File: src/rtl/pic_port_uart_tx_if.sv
// Port-side bundle between the PIC16F54 GPIO pins and the UART transmitter.
// master = core side, slave = transmitter side.
interface pic_port_uart_tx_if;
    logic [7:0] port_data;
    logic [7:0] data_tris;
    logic       port_strb;
    logic       err_clr;
    logic [3:0] status;
    logic       txd;

    modport master (
        output port_data, data_tris, port_strb, err_clr,
        input  status, txd
    );

    modport slave (
        input  port_data, data_tris, port_strb, err_clr,
        output status, txd
    );
endinterface

File: src/rtl/pic_port_uart_tx.sv
// PORTB byte capture into a FIFO, shifted out as UART on txd.
// Optional PIC_UART_TX_PARITY_EN adds an even-parity bit (8E1).
module pic_port_uart_tx #(
    parameter int CLKS_PER_BIT = 868,
    parameter int FIFO_DEPTH   = 4
) (
    input logic               clk,
    input logic               rst,
    pic_port_uart_tx_if.slave bus
);
    localparam int AW = (FIFO_DEPTH > 1) ? $clog2(FIFO_DEPTH) : 1;
    localparam int CW = AW + 1;
    localparam int BW = (CLKS_PER_BIT > 1) ? $clog2(CLKS_PER_BIT) : 1;
    localparam logic [BW-1:0] BAUD_END = BW'(CLKS_PER_BIT - 1);
    localparam logic [CW-1:0] DEPTH_C  = CW'(FIFO_DEPTH);

    typedef enum logic [2:0] {
        IDLE,
        START,
        DATA,
`ifdef PIC_UART_TX_PARITY_EN
        PAR,
`endif
        STOP
    } state_t;

    state_t        state_q, state_d;
    logic [BW-1:0] baud_q, baud_d;
    logic [2:0]    bit_q, bit_d;
    logic [7:0]    shreg_q, shreg_d;
    logic          txd_q, txd_d;
    logic          strb_q;
    logic          ovf_q, tris_err_q, full_q, busy_q;
    logic [7:0]    mem [FIFO_DEPTH];
    logic [AW-1:0] wr_ptr, rd_ptr;
    logic [CW-1:0] count_q, count_d;
`ifdef PIC_UART_TX_PARITY_EN
    logic          par_q, par_d;
`endif

    logic write_ev, tris_bad, full_now;
    logic push, pop, ovf_set, baud_end, fifo_nz;

    assign write_ev = bus.port_strb ^ strb_q;
    assign tris_bad = write_ev && (bus.data_tris != 8'h00);
    assign full_now = (count_q == DEPTH_C);
    assign ovf_set  = write_ev && !tris_bad && full_now;
    assign push     = write_ev && !tris_bad && !full_now;
    assign baud_end = (baud_q == BAUD_END);
    assign fifo_nz  = (count_q != '0);

    always_comb begin
        count_d = count_q;
        unique case (1'b1)
            push && !pop: count_d = count_q + CW'(1);
            !push && pop: count_d = count_q - CW'(1);
            default:      count_d = count_q;
        endcase
    end

    always_comb begin
        state_d = state_q;
        baud_d  = baud_q;
        bit_d   = bit_q;
        shreg_d = shreg_q;
        txd_d   = txd_q;
        pop     = 1'b0;
`ifdef PIC_UART_TX_PARITY_EN
        par_d   = par_q;
`endif
        unique case (state_q)
            IDLE: begin
                txd_d = 1'b1;
                if (fifo_nz) begin
                    pop     = 1'b1;
                    shreg_d = mem[rd_ptr];
`ifdef PIC_UART_TX_PARITY_EN
                    par_d   = ^mem[rd_ptr];
`endif
                    state_d = START;
                    baud_d  = '0;
                    txd_d   = 1'b0;
                end
            end
            START: begin
                baud_d = baud_q + BW'(1);
                if (baud_end) begin
                    baud_d  = '0;
                    bit_d   = '0;
                    state_d = DATA;
                    txd_d   = shreg_q[0];
                end
            end
            DATA: begin
                baud_d = baud_q + BW'(1);
                if (baud_end) begin
                    baud_d  = '0;
                    shreg_d = {1'b0, shreg_q[7:1]};
                    bit_d   = bit_q + 3'd1;
                    txd_d   = shreg_q[1];
                    if (bit_q == 3'd7) begin
`ifdef PIC_UART_TX_PARITY_EN
                        state_d = PAR;
                        txd_d   = par_q;
`else
                        state_d = STOP;
                        txd_d   = 1'b1;
`endif
                    end
                end
            end
`ifdef PIC_UART_TX_PARITY_EN
            PAR: begin
                baud_d = baud_q + BW'(1);
                if (baud_end) begin
                    baud_d  = '0;
                    state_d = STOP;
                    txd_d   = 1'b1;
                end
            end
`endif
            STOP: begin
                baud_d = baud_q + BW'(1);
                if (baud_end) begin
                    baud_d = '0;
                    // Back-to-back frames: reload straight into START
                    if (fifo_nz) begin
                        pop     = 1'b1;
                        shreg_d = mem[rd_ptr];
`ifdef PIC_UART_TX_PARITY_EN
                        par_d   = ^mem[rd_ptr];
`endif
                        state_d = START;
                        txd_d   = 1'b0;
                    end else begin
                        state_d = IDLE;
                        txd_d   = 1'b1;
                    end
                end
            end
            default: begin
                state_d = IDLE;
                txd_d   = 1'b1;
            end
        endcase
    end

    always_ff @(posedge clk) begin
        if (push) mem[wr_ptr] <= bus.port_data;
    end

    always_ff @(posedge clk or posedge rst) begin
        if (rst) begin
            state_q    <= IDLE;
            baud_q     <= '0;
            bit_q      <= '0;
            shreg_q    <= '0;
            txd_q      <= 1'b1;
            strb_q     <= 1'b0;
            wr_ptr     <= '0;
            rd_ptr     <= '0;
            count_q    <= '0;
            ovf_q      <= 1'b0;
            tris_err_q <= 1'b0;
            full_q     <= 1'b0;
            busy_q     <= 1'b0;
`ifdef PIC_UART_TX_PARITY_EN
            par_q      <= 1'b0;
`endif
        end else begin
            state_q    <= state_d;
            baud_q     <= baud_d;
            bit_q      <= bit_d;
            shreg_q    <= shreg_d;
            txd_q      <= txd_d;
            strb_q     <= bus.port_strb;
            count_q    <= count_d;
            if (push) wr_ptr <= wr_ptr + AW'(1);
            if (pop)  rd_ptr <= rd_ptr + AW'(1);
            // Set beats clear when both land on the same edge
            ovf_q      <= ovf_set  | (ovf_q      & ~bus.err_clr);
            tris_err_q <= tris_bad | (tris_err_q & ~bus.err_clr);
            full_q     <= (count_d == DEPTH_C);
            busy_q     <= (state_d != IDLE) || (count_d != '0);
`ifdef PIC_UART_TX_PARITY_EN
            par_q      <= par_d;
`endif
        end
    end

    assign bus.status = {ovf_q, tris_err_q, full_q, busy_q};
    assign bus.txd    = txd_q;
endmodule

File: src/flat_wrapper.sv
// flat-port wrapper written by rule: the top's interface ports become plain ports
module pic_port_uart_tx_flat 
#(
    parameter int CLKS_PER_BIT = 868,
    parameter int FIFO_DEPTH   = 4
)
  (clk, rst, bus_port_data, bus_data_tris, bus_port_strb, bus_err_clr, bus_status, bus_txd);
  pic_port_uart_tx_if bus_i ();
  input logic clk;
  input logic rst;
  input wire logic [$bits(bus_i.port_data)-1:0] bus_port_data;
  input wire logic [$bits(bus_i.data_tris)-1:0] bus_data_tris;
  input wire logic [$bits(bus_i.port_strb)-1:0] bus_port_strb;
  input wire logic [$bits(bus_i.err_clr)-1:0] bus_err_clr;
  output wire logic [$bits(bus_i.status)-1:0] bus_status;
  output wire logic [$bits(bus_i.txd)-1:0] bus_txd;
  assign bus_i.port_data = bus_port_data;
  assign bus_i.data_tris = bus_data_tris;
  assign bus_i.port_strb = bus_port_strb;
  assign bus_i.err_clr = bus_err_clr;
  assign bus_status = bus_i.status;
  assign bus_txd = bus_i.txd;
  pic_port_uart_tx #(.CLKS_PER_BIT(CLKS_PER_BIT), .FIFO_DEPTH(FIFO_DEPTH)) u_core (.clk(clk), .rst(rst), .bus(bus_i));
endmodule
File: config.mk
export PLATFORM = sky130hd
export DESIGN_NAME = pic_port_uart_tx_flat
export DESIGN_NICKNAME = d
export VERILOG_FILES = /design/src/rtl/pic_port_uart_tx_if.sv /design/src/rtl/pic_port_uart_tx.sv /design/src/flat_wrapper.sv
export SDC_FILE = /design/constraint.sdc
export NUM_CORES = 1
export LEC_CHECK = 0
export CAP_MARGIN = 5
export CELL_PAD_IN_SITES_DETAIL_PLACEMENT = 1
export CELL_PAD_IN_SITES_GLOBAL_PLACEMENT = 2
export CORE_AREA = 3 3 91 93
export CTS_CLUSTER_DIAMETER = 200
export DETAILED_ROUTE_END_ITERATION = 16
export DIE_AREA = 0 0 94 96
export GPL_TIMING_DRIVEN = 0
export PLACE_DENSITY = 0.83
export SLEW_MARGIN = 20
export SYNTH_ARGS = -nofsm -noshare
export SYNTH_HDL_FRONTEND = slang
export SYNTH_SLANG_ARGS = --single-unit
File: constraint.sdc
create_clock -name clk -period 7.7 [get_ports clk]
set_input_delay 1.54 -clock clk [delete_from_list [all_inputs] [get_ports clk]]
set_output_delay 1.54 -clock clk [all_outputs]
set_load 0.005 [all_outputs]
======== After elaboration in Yosys (flattened, before gate mapping) ========
Memories as Yosys holds them, arrays and structs flattened.
Index checks and enable logic that the tools add are counted.
storage, ports and cells
  bits in read-only memories .............. 0
  memories ................................ 1
  bits of input ports ..................... 20
  memory bits (writable) .................. 32
  logic and storage cells ................. 90
  bits in latches ......................... 0
  bits in registers ....................... 37
memories
  name        words  width  rd ports  clocked after memory_dff  wr ports  line                    RTL
  u_core.mem  4      8      1         0                         1         pic_port_uart_tx.sv:34  logic [7:0] mem [FIFO_DEPTH];
operators by class
  divide/modulo/power cells ............... 0
  order comparisons ....................... 0
  add/subtract/negate cells ............... 6
  equality and inequality tests ........... 11
  multiplexer cells ....................... 29
  shift operators ......................... 0
  reductions and logical operators ........ 24
  multipliers ............................. 0
  bitwise logic cells ..................... 6
operator list
  cell                     number
  $mux W8                  3
  $pmux W8 S3              1
  $mux W3                  7
  $mux W10                 2
  $pmux W10 S2             1
  $pmux W3 S2              2
  $pmux W3 S4              1
  $reduce_bool A3 Y1       4
  $add A10 B1 Y10 const B  1
  $eq A10 B10 Y1 const B   1
  $mux W1                  10
  $eq A3 B3 Y1 const B     3
  $reduce_and A3 Y1        3
  $ne A2 B1 Y1 const B     4
  $reduce_bool A8 Y1       1
  $add A3 B1 Y3 const B    2
  $eq A3 B2 Y1 const B     2
  $logic_and A1 B1 Y1      6
  $add A2 B1 Y2 const B    2
  $logic_not A1 Y1         4
  $pmux W1 S4              1
  $reduce_bool A2 Y1       2
  $eq A3 B1 Y1 const B     1
  $logic_not A3 Y1         1
  9 further kinds          11

======== Logic depth before layout (Yosys ltp) ========
Gate-level depths: netlist of the first run.
  depth in word-level cells ............... 10
  mapped depth ............................ 12
  mapped depth without buffers ............ 11

======== Worst setup path after synthesis of the first run ========
No wires, ideal clock.
  kind .................................... input -> register
  start ................................... in bus_data_tris[1]
  end ..................................... reg u_core.busy_q
  arrival ................................. 3.400 ns
  buffers on the path ..................... 0
  path slack .............................. 4.213 ns
  stages on the path ...................... 11
  cells stage by stage .................... nor4_1 nand3_1 a21oi_1 inv_1 ha_1 inv_1 fa_1 nor2b_1 nand3_1 o21ai_0 o211ai_1
on the way
  word-level cells in the longest chain between the ends .. 10
  elaborated cells between the ends (all ways) .. 11
  classes of those cells .................. 1 x mux; 10 x reduce/logical
RTL lines
  element                              line                     RTL
  start: declaration                   flat_wrapper.sv:12       input wire logic [$bits(bus_i.data_tris)-1:0] bus_data_tris;
  $reduce_bool A8 Y1 *                 pic_port_uart_tx.sv:45   assign tris_bad = write_ev && (bus.data_tris != 8'h00);
  $logic_and A1 B1 Y1 *                pic_port_uart_tx.sv:45
  $logic_not A1 Y1 *                   pic_port_uart_tx.sv:48   assign push = write_ev && !tris_bad && !full_now;
  $logic_and A1 B1 Y1 * (2 in series)  pic_port_uart_tx.sv:48
  $logic_not A1 Y1                     pic_port_uart_tx.sv:56   !push && pop: count_d = count_q - CW'(1);
  $logic_and A1 B1 Y1                  pic_port_uart_tx.sv:56
  $pmux W3 S2 *                        pic_port_uart_tx.sv:54   unique case (1'b1)
  $reduce_bool A3 Y1 *                 pic_port_uart_tx.sv:184  busy_q <= (state_d != IDLE) || (count_d != '0);
  $logic_or A1 B1 Y1 *                 pic_port_uart_tx.sv:184
  end signal: assignment               pic_port_uart_tx.sv:184
  end: declaration                     pic_port_uart_tx.sv:33   logic ovf_q, tris_err_q, full_q, busy_q;
Mark *: on every way between the ends. The rest lies on a longest branch, timed or not.
A chain may end at the register's enable or synchronous reset.

======== Worst setup path in the final report of the first run ========
Ends and elaborated chain as after synthesis.

==> results.toml, run 1 <==
[final_layout]
final_nets = 306
final_core_util_pct = 51.7
final_common_cell = "dfrtp_1"
area.growth.synth_to_final_pct = 17.3
nFillCells = 755
antenna_cells = 0
multi_input_area_mm2 = 0.00132
regArea_mm2 = 0.00189
final_cell_mix = "dfrtp_1, edfxtp_1, clkdlybuf4s50_1"
drive_gt1_share_pct = 20.6

[synth]
avgSynthCellArea_um2 = 13.9
synth_cell_types = 52
async_reset_ff_share_pct = 53.6
synthesis.area_mm2 = 0.00335
ys.flop_type = "dfrtp_1"
yosysSeqAreaShare_pct = 56.3
ys_warn_count = 0
ys_ff_latch = 69
synth_nets = 270
synth_edf_count = 32
netlist_instances = 241

[timing]
period_needed_ps = 3870
rsz0062_at_grt = "false"
fin_worst_skew_ps = 11.2
tns_ps = 0
slew_headroom_pct = 53.3
fin_crit_sh_pct = 50.3
setup_violations = 0
fmaxAchievable_ghz = 0.258
slew_viol_final = 0
tightestPinTransition_ps = 701
finalHoldViolCount = 0

[die]
row_count = 32
initial_core_util_pct = 44.1
die_y_um = 96
fp.coreArea_mm2 = 0.00761
dieArea_mm2 = 0.00902
ios = 25
fp.dieW_um = 94

[critical_path]
critPathRequiredTime_ps = 7970
critPathTopFamily = "simple AND/OR/NAND/NOR gates"
crit_arrival_ps = 4140
crit_fanout = 7
start_kind = "input pin"
crit_type = "in2reg"
worst-path-buf-inv = 3
critPathSlowestCell = "a21oi_1"
cp-end-kind = "flip-flop"
max_stage_delay_ps = 440
path_cells = "clkdlybuf4s50_1 > nor4_1 > nand3_1 > a21oi_1 > inv_1 > ha_1 > inv_1 > fa_1 > nor2b_1 > nand3_1 > o21ai_0 > o211ai_1"

[power_and_ir_drop]
p_per_area_mw_per_mm2 = 263
leakage_nw = 1.53
ir_drop_mv = 0.141

[global_routing]
grt_pass1_vias = 2184
grt_first_pass_wirelength_um = 11100
grt-ovfl-total = 0
grtUsageMet3_pct = 4.53
use_met2_pct = 26.4
grt_usage_pct = 16.6
grt_max_degree = 24
busiest_layer = "met2"
use_met1_pct = 20.9
antenna_found_initial = 0

[clocking]
cts_num_sinks = 69
postCtsSetupBuffers = 0
clkLatencyLatePin_ps = 350
clockBufferDepth = 2
cts_made_buffers = 9
postCtsHoldBufs = 0
cts_resized = 0
cts.clk_slew.worst_paths_ps = 80
cts-root-buf = "clkbuf_8"
h-tree-depth = 3
tritoncts = "built"

[routing]
ant_nets = 0
drc_errors = 0
vias_per_cell = 5.32
totalWireLength_um = 6650
drt-initial-drc-count = 76
dr.pass1.iters = 4
wl_per_cell_um = 17.3
vias = 2042

[run_status]
status = "complete, no violations"

[placed_design]
io_buffers = 24
post-dp-hpwl_um = 4620
gp_congestion = 0.736

[run]
max_cap_violations = 0

[min_path]
hold_class = "reg2reg"
==> cell type report <==
class / count / area share [%]
clock inverter: 7 / 1.59
multi-input combinational: 147 / 33.6
buffer: 12 / 2.42
tap: 102 / 3.24
sequential: 69 / 48.0
inverter: 13 / 1.24
timing repair buffer: 25 / 6.80
clock buffer: 9 / 3.15
==> where the power goes <==
part | switching (mW) | internal, mW
clock network | 0.160 | 0.124
logic | 0.120 | 0.156
registers | 0.0418 | 0.435
==> worst reg2reg max path, stage by stage (launching register included) <==
cell      delay [ps]
dfrtp_1          390
ha_1             240
or4b_4           490
buf_6            160
o41ai_2          470
and2_1           250
ha_1             200
inv_1             70
fa_1             490
nor2b_1          240
nand3_1          110
o21ai_0           90
o211ai_1         110
==> flip-flops by register name, summed over array words and instances, names as in the netlist <==
name	count
u_core.tris_err_q	1
u_core.baud_q	10
u_core.count_q	3
u_core.bus.txd	1
u_core.full_q	1
u_core.strb_q	1
u_core.state_q	3
u_core.rd_ptr	2
u_core.wr_ptr	2
u_core.bit_q	3
u_core.ovf_q	1
u_core.mem	32
u_core.shreg_q	8
u_core.busy_q	1
==> cells by family after synthesis <==
kind of cell	share of synthesized area, %
AOI/OAI and AO/OA	9.66
xor gates and xnor gates	2.09
adders and majority gates	3.58
buffers and inverters	4.29
DFF	56.3
muxes	12.7
other	0.112
and+or+nand+nor	11.3
==> Yosys cell counts (2+ instances only) <==
master | count | area, um2
dfrtp_1 | 36 | 901
edfxtp_1 | 32 | 961
inv_1 | 13 | 48.8
nor2_1 | 12 | 45.0
nand2_1 | 11 | 41.3
a21oi_1 | 8 | 40.0
a31oi_1 | 8 | 50.1
ha_1 | 8 | 100
mux2_2 | 8 | 90.1
mux2_4 | 8 | 120
mux4_1 | 7 | 184
nand3_1 | 7 | 35.0
and2_1 | 5 | 31.3
o21ai_0 | 5 | 25.0
xnor2_1 | 5 | 43.8
buf_4 | 4 | 30.0
clkbuf_1 | 4 | 15.0
nor2b_1 | 4 | 25.0
nor3_1 | 4 | 20.0
nor4_1 | 4 | 25.0
a22o_1 | 3 | 26.3
a41oi_1 | 3 | 26.3
nand2b_1 | 3 | 18.8
o211ai_1 | 3 | 22.5
o2bb2ai_1 | 3 | 26.3
xor2_1 | 3 | 26.3
a311oi_1 | 2 | 17.5
buf_6 | 2 | 22.5
clkbuf_8 | 2 | 27.5
nor4_4 | 2 | 42.5
==> path summary, 6_finish.rpt <==
| check | start | end | slack (ps) | cells after the start |
|---|---|---|---|---|
| hold / removal | u_core.ovf_q | u_core.ovf_q | 500 | 1 |
| min in group asynchronous | rst | u_core.bit_q[0] | 1480 | 2 |
| hold reg to reg | u_core.ovf_q | u_core.ovf_q | 500 | 1 |
| max in group asynchronous | rst | u_core.baud_q[9] | 5770 | 3 |
| setup reg to reg | u_core.baud_q[0] | u_core.busy_q | 4260 | 12 |
| setup / recovery | bus_data_tris[1] | u_core.busy_q | 3830 | 12 |
==> through the flow <==
step	instance area, um2	hold slack [ps]	std cells	power (mW)	setup WS, ps
floorplan	3350	457	241	0.680	4210
global placement	3720	491	367	0.744	3510
detailed placement	3750	483	368	0.762	3430
CTS	3940	505	384	1.05	3790
global route	3940	537	384	1.10	3590
finish	3940	497	384	1.04	3830
==> metal layers <==
metal,share of wire [%],vias to the layer above,wire length [um]
met5,0,-,0
met4,1.8,0,120
met3,3.2,9,212
met2,49,34,3280
met1,46,1024,3040
li1,-,975,-
No activity file was read; power rests on OpenSTA's default activity.
==> run 2: changes to the inputs <==
- CORE_AREA: 3 3 91 93 -> 3 3 100 102
- DIE_AREA: 0 0 94 96 -> 0 0 103 105
- PLACE_DENSITY: 0.83 -> 0.73
- clock period: 7.7 -> 3.1 ns (I/O delays scaled with it)
==> run 2 against run 1 <==
Compared with the run above: first-iteration DRC count shrank 30%; count of clock-buffer cells in the layout unchanged; die area grew 20%; register-to-register slack got worse by 4100 ps; sequential share of layout area is 0.90 points lower; highest routed layer unchanged.
==> results.toml, run 2 (synthesis results as in run 1) <==
[run_status]
status = "complete, no violations"

[final_layout]
area.growth.synth_to_final_pct = 19.6
instances_no_fill = 398
stdcell_area_mm2 = 0.00401
final_cell_mix = "dfrtp_1, edfxtp_1, clkdlybuf4s50_1"
largestRegisters = "u_core.mem x32, u_core.baud_q x10, u_core.shreg_q x8"
final_nets = 311
largest_reg_flops = 32
top_register = "u_core.mem"
antenna_cells = 0
drive_gt1_share_pct = 24.4
nFillCells = 975
final_common_cell = "dfrtp_1"

[run]
max_cap_violations = 0

[clocking]
postCtsHoldBufs = 0
clockBufferDepth = 2
tritoncts = "built"
clkLatencyLatePin_ps = 350
cts_num_sinks = 69
cts.clk_slew.worst_paths_ps = 90
h-tree-depth = 3
cts-root-buf = "clkbuf_8"
cts_made_buffers = 9

[placed_design]
placed_area_mm2 = 0.00375
place_worst_setup_slack_ps = -279
placed_cells = 377
gp_congestion = 0.745
io_buffers = 24
post-dp-hpwl_um = 4420

[critical_path]
cp-end-kind = "flip-flop"
start_kind = "flip-flop"
crit_fanout = 3
crit_type = "reg2reg"
crit_arrival_ps = 3120
critPathRequiredTime_ps = 3330

[timing]
tns_ps = 0
slew_headroom_pct = 54.4
slew_viol_final = 0
fmaxAchievable_ghz = 0.346
tightestPinTransition_ps = 684
fin_ws_ps = 208
finalHoldViolCount = 0
setup_violations = 0
fin_worst_skew_ps = 12.3
fin_crit_sh_pct = 93.3
period_needed_ps = 2890
rsz0062_at_grt = "false"

[routing]
drt-initial-drc-count = 53
dr.pass1.iters = 4
ant_nets = 0
wl_per_cell_um = 16.2
vias_per_cell = 5.13
drc_errors = 0
totalWireLength_um = 6460
vias = 2040

[die]
fp.coreArea_mm2 = 0.00920
initial_core_util_pct = 36.5
ios = 25
fp.dieW_um = 103
dieArea_mm2 = 0.0108
row_count = 35
die_y_um = 105

[min_path]
hold_class = "reg2reg"

[power_and_ir_drop]
p_sw_uw = 815
p_comb_share_pct = 27.2
leakage_nw = 1.57
p_clk_share_pct = 27.5
ir_drop_mv = 0.434
p_seq_share_pct = 45.3
switching_share_pct = 31.1
intPower_mw = 1.80
p_per_area_mw_per_mm2 = 653
finalPower_mw = 2.62

[global_routing]
grt_first_pass_wirelength_um = 11300
grt_max_degree = 25
antenna_found_initial = 0
grt_pass1_vias = 2257
grt-ovfl-total = 0
grt_usage_pct = 13.3
==> run 2: routing by layer <==
| metal | global-route usage (%) | vias up | wire, um |
|---|---|---|---|
| li1 | - | 984 | - |
| met1 | 17.9 | 1012 | 3050 |
| met2 | 21.0 | 37 | 3110 |
| met3 | 3.67 | 7 | 228 |
| met4 | 3.89 | 0 | 75 |
| met5 | 0 | - | 0 |
==> run 2: path summary, 6_finish.rpt <==
kind                                  startpoint                to  slack (ps)  cells past startpoint
worst min-delay path                u_core.ovf_q      u_core.ovf_q         510                      1
worst min register to register      u_core.ovf_q      u_core.ovf_q         510                      1
worst max-delay path            u_core.baud_q[1]     u_core.busy_q         210                     11
worst max register to register  u_core.baud_q[1]     u_core.busy_q         210                     11
min in group asynchronous                    rst  u_core.baud_q[0]         540                      2
max in group asynchronous                    rst    u_core.bus.txd        2050                      3
==> run 2: stage by stage <==
step	hold WS, ps	util, %
floorplan	457	-
global placement	491	40.6
detailed placement	493	40.8
CTS	519	43.6
global route	531	43.6
finish	508	43.6
==> run 2: worst max-delay path, stage by stage, from the launching register on <==
cell and delay (ps):
dfrtp_1 370, ha_2 180, or4b_4 490, o41ai_4 330, and2_4 210, ha_2 180, inv_1 50, fa_1 380
xor2_1 160, nor2_2 150, xnor2_2 150, o211ai_1 120
==> run 2: area by class of cell <==
class                      count  area, um2  area share, %
multi-input combinational    147       1360           33.8
inverter                      13       48.8           1.22
sequential                    69       1890           47.1
tap                          111        139           3.46
clock buffer                   9        124           3.09
clock inverter                 7       65.1           1.62
timing repair buffer          31        305           7.61
buffer                        11       83.8           2.09
==> run 2: power by group through the flow <==
| stage | clock network (mW) | logic (mW) | registers, mW |
|---|---|---|---|
| after floorplan | 0 | 0.518 | 1.17 |
| after global placement | 0 | 0.655 | 1.20 |
| after detailed placement | 0 | 0.683 | 1.20 |
| after CTS | 0.748 | 0.719 | 1.18 |
| after global routing | 0.781 | 0.790 | 1.21 |
| final | 0.722 | 0.713 | 1.19 |
==> run 2: timing repair <==
action	4_1_cts	5_1_grt
setup endpoints to repair	4	3
hold endpoints to repair	0	0
setup buffers	6	0
pin swaps	5	1
gates resized for setup	6	2
==> run 3: changes to the inputs <==
--- a/config.mk
+++ b/config.mk
@@ -7,3 +7,3 @@
 export LEC_CHECK = 0
-export CAP_MARGIN = 5
+export CAP_MARGIN = 20
 export CELL_PAD_IN_SITES_DETAIL_PLACEMENT = 1
--- a/constraint.sdc
+++ b/constraint.sdc
@@ -3,2 +3,2 @@
 set_output_delay 0.62 -clock clk [all_outputs]
-set_load 0.005 [all_outputs]
+set_load 0.02 [all_outputs]
==> results of run 3 <==
Same layout as run 2 (identical final DEF). Status: complete, no violations.
Main changes from that run: total power 2.62 mW -> 2.64 mW
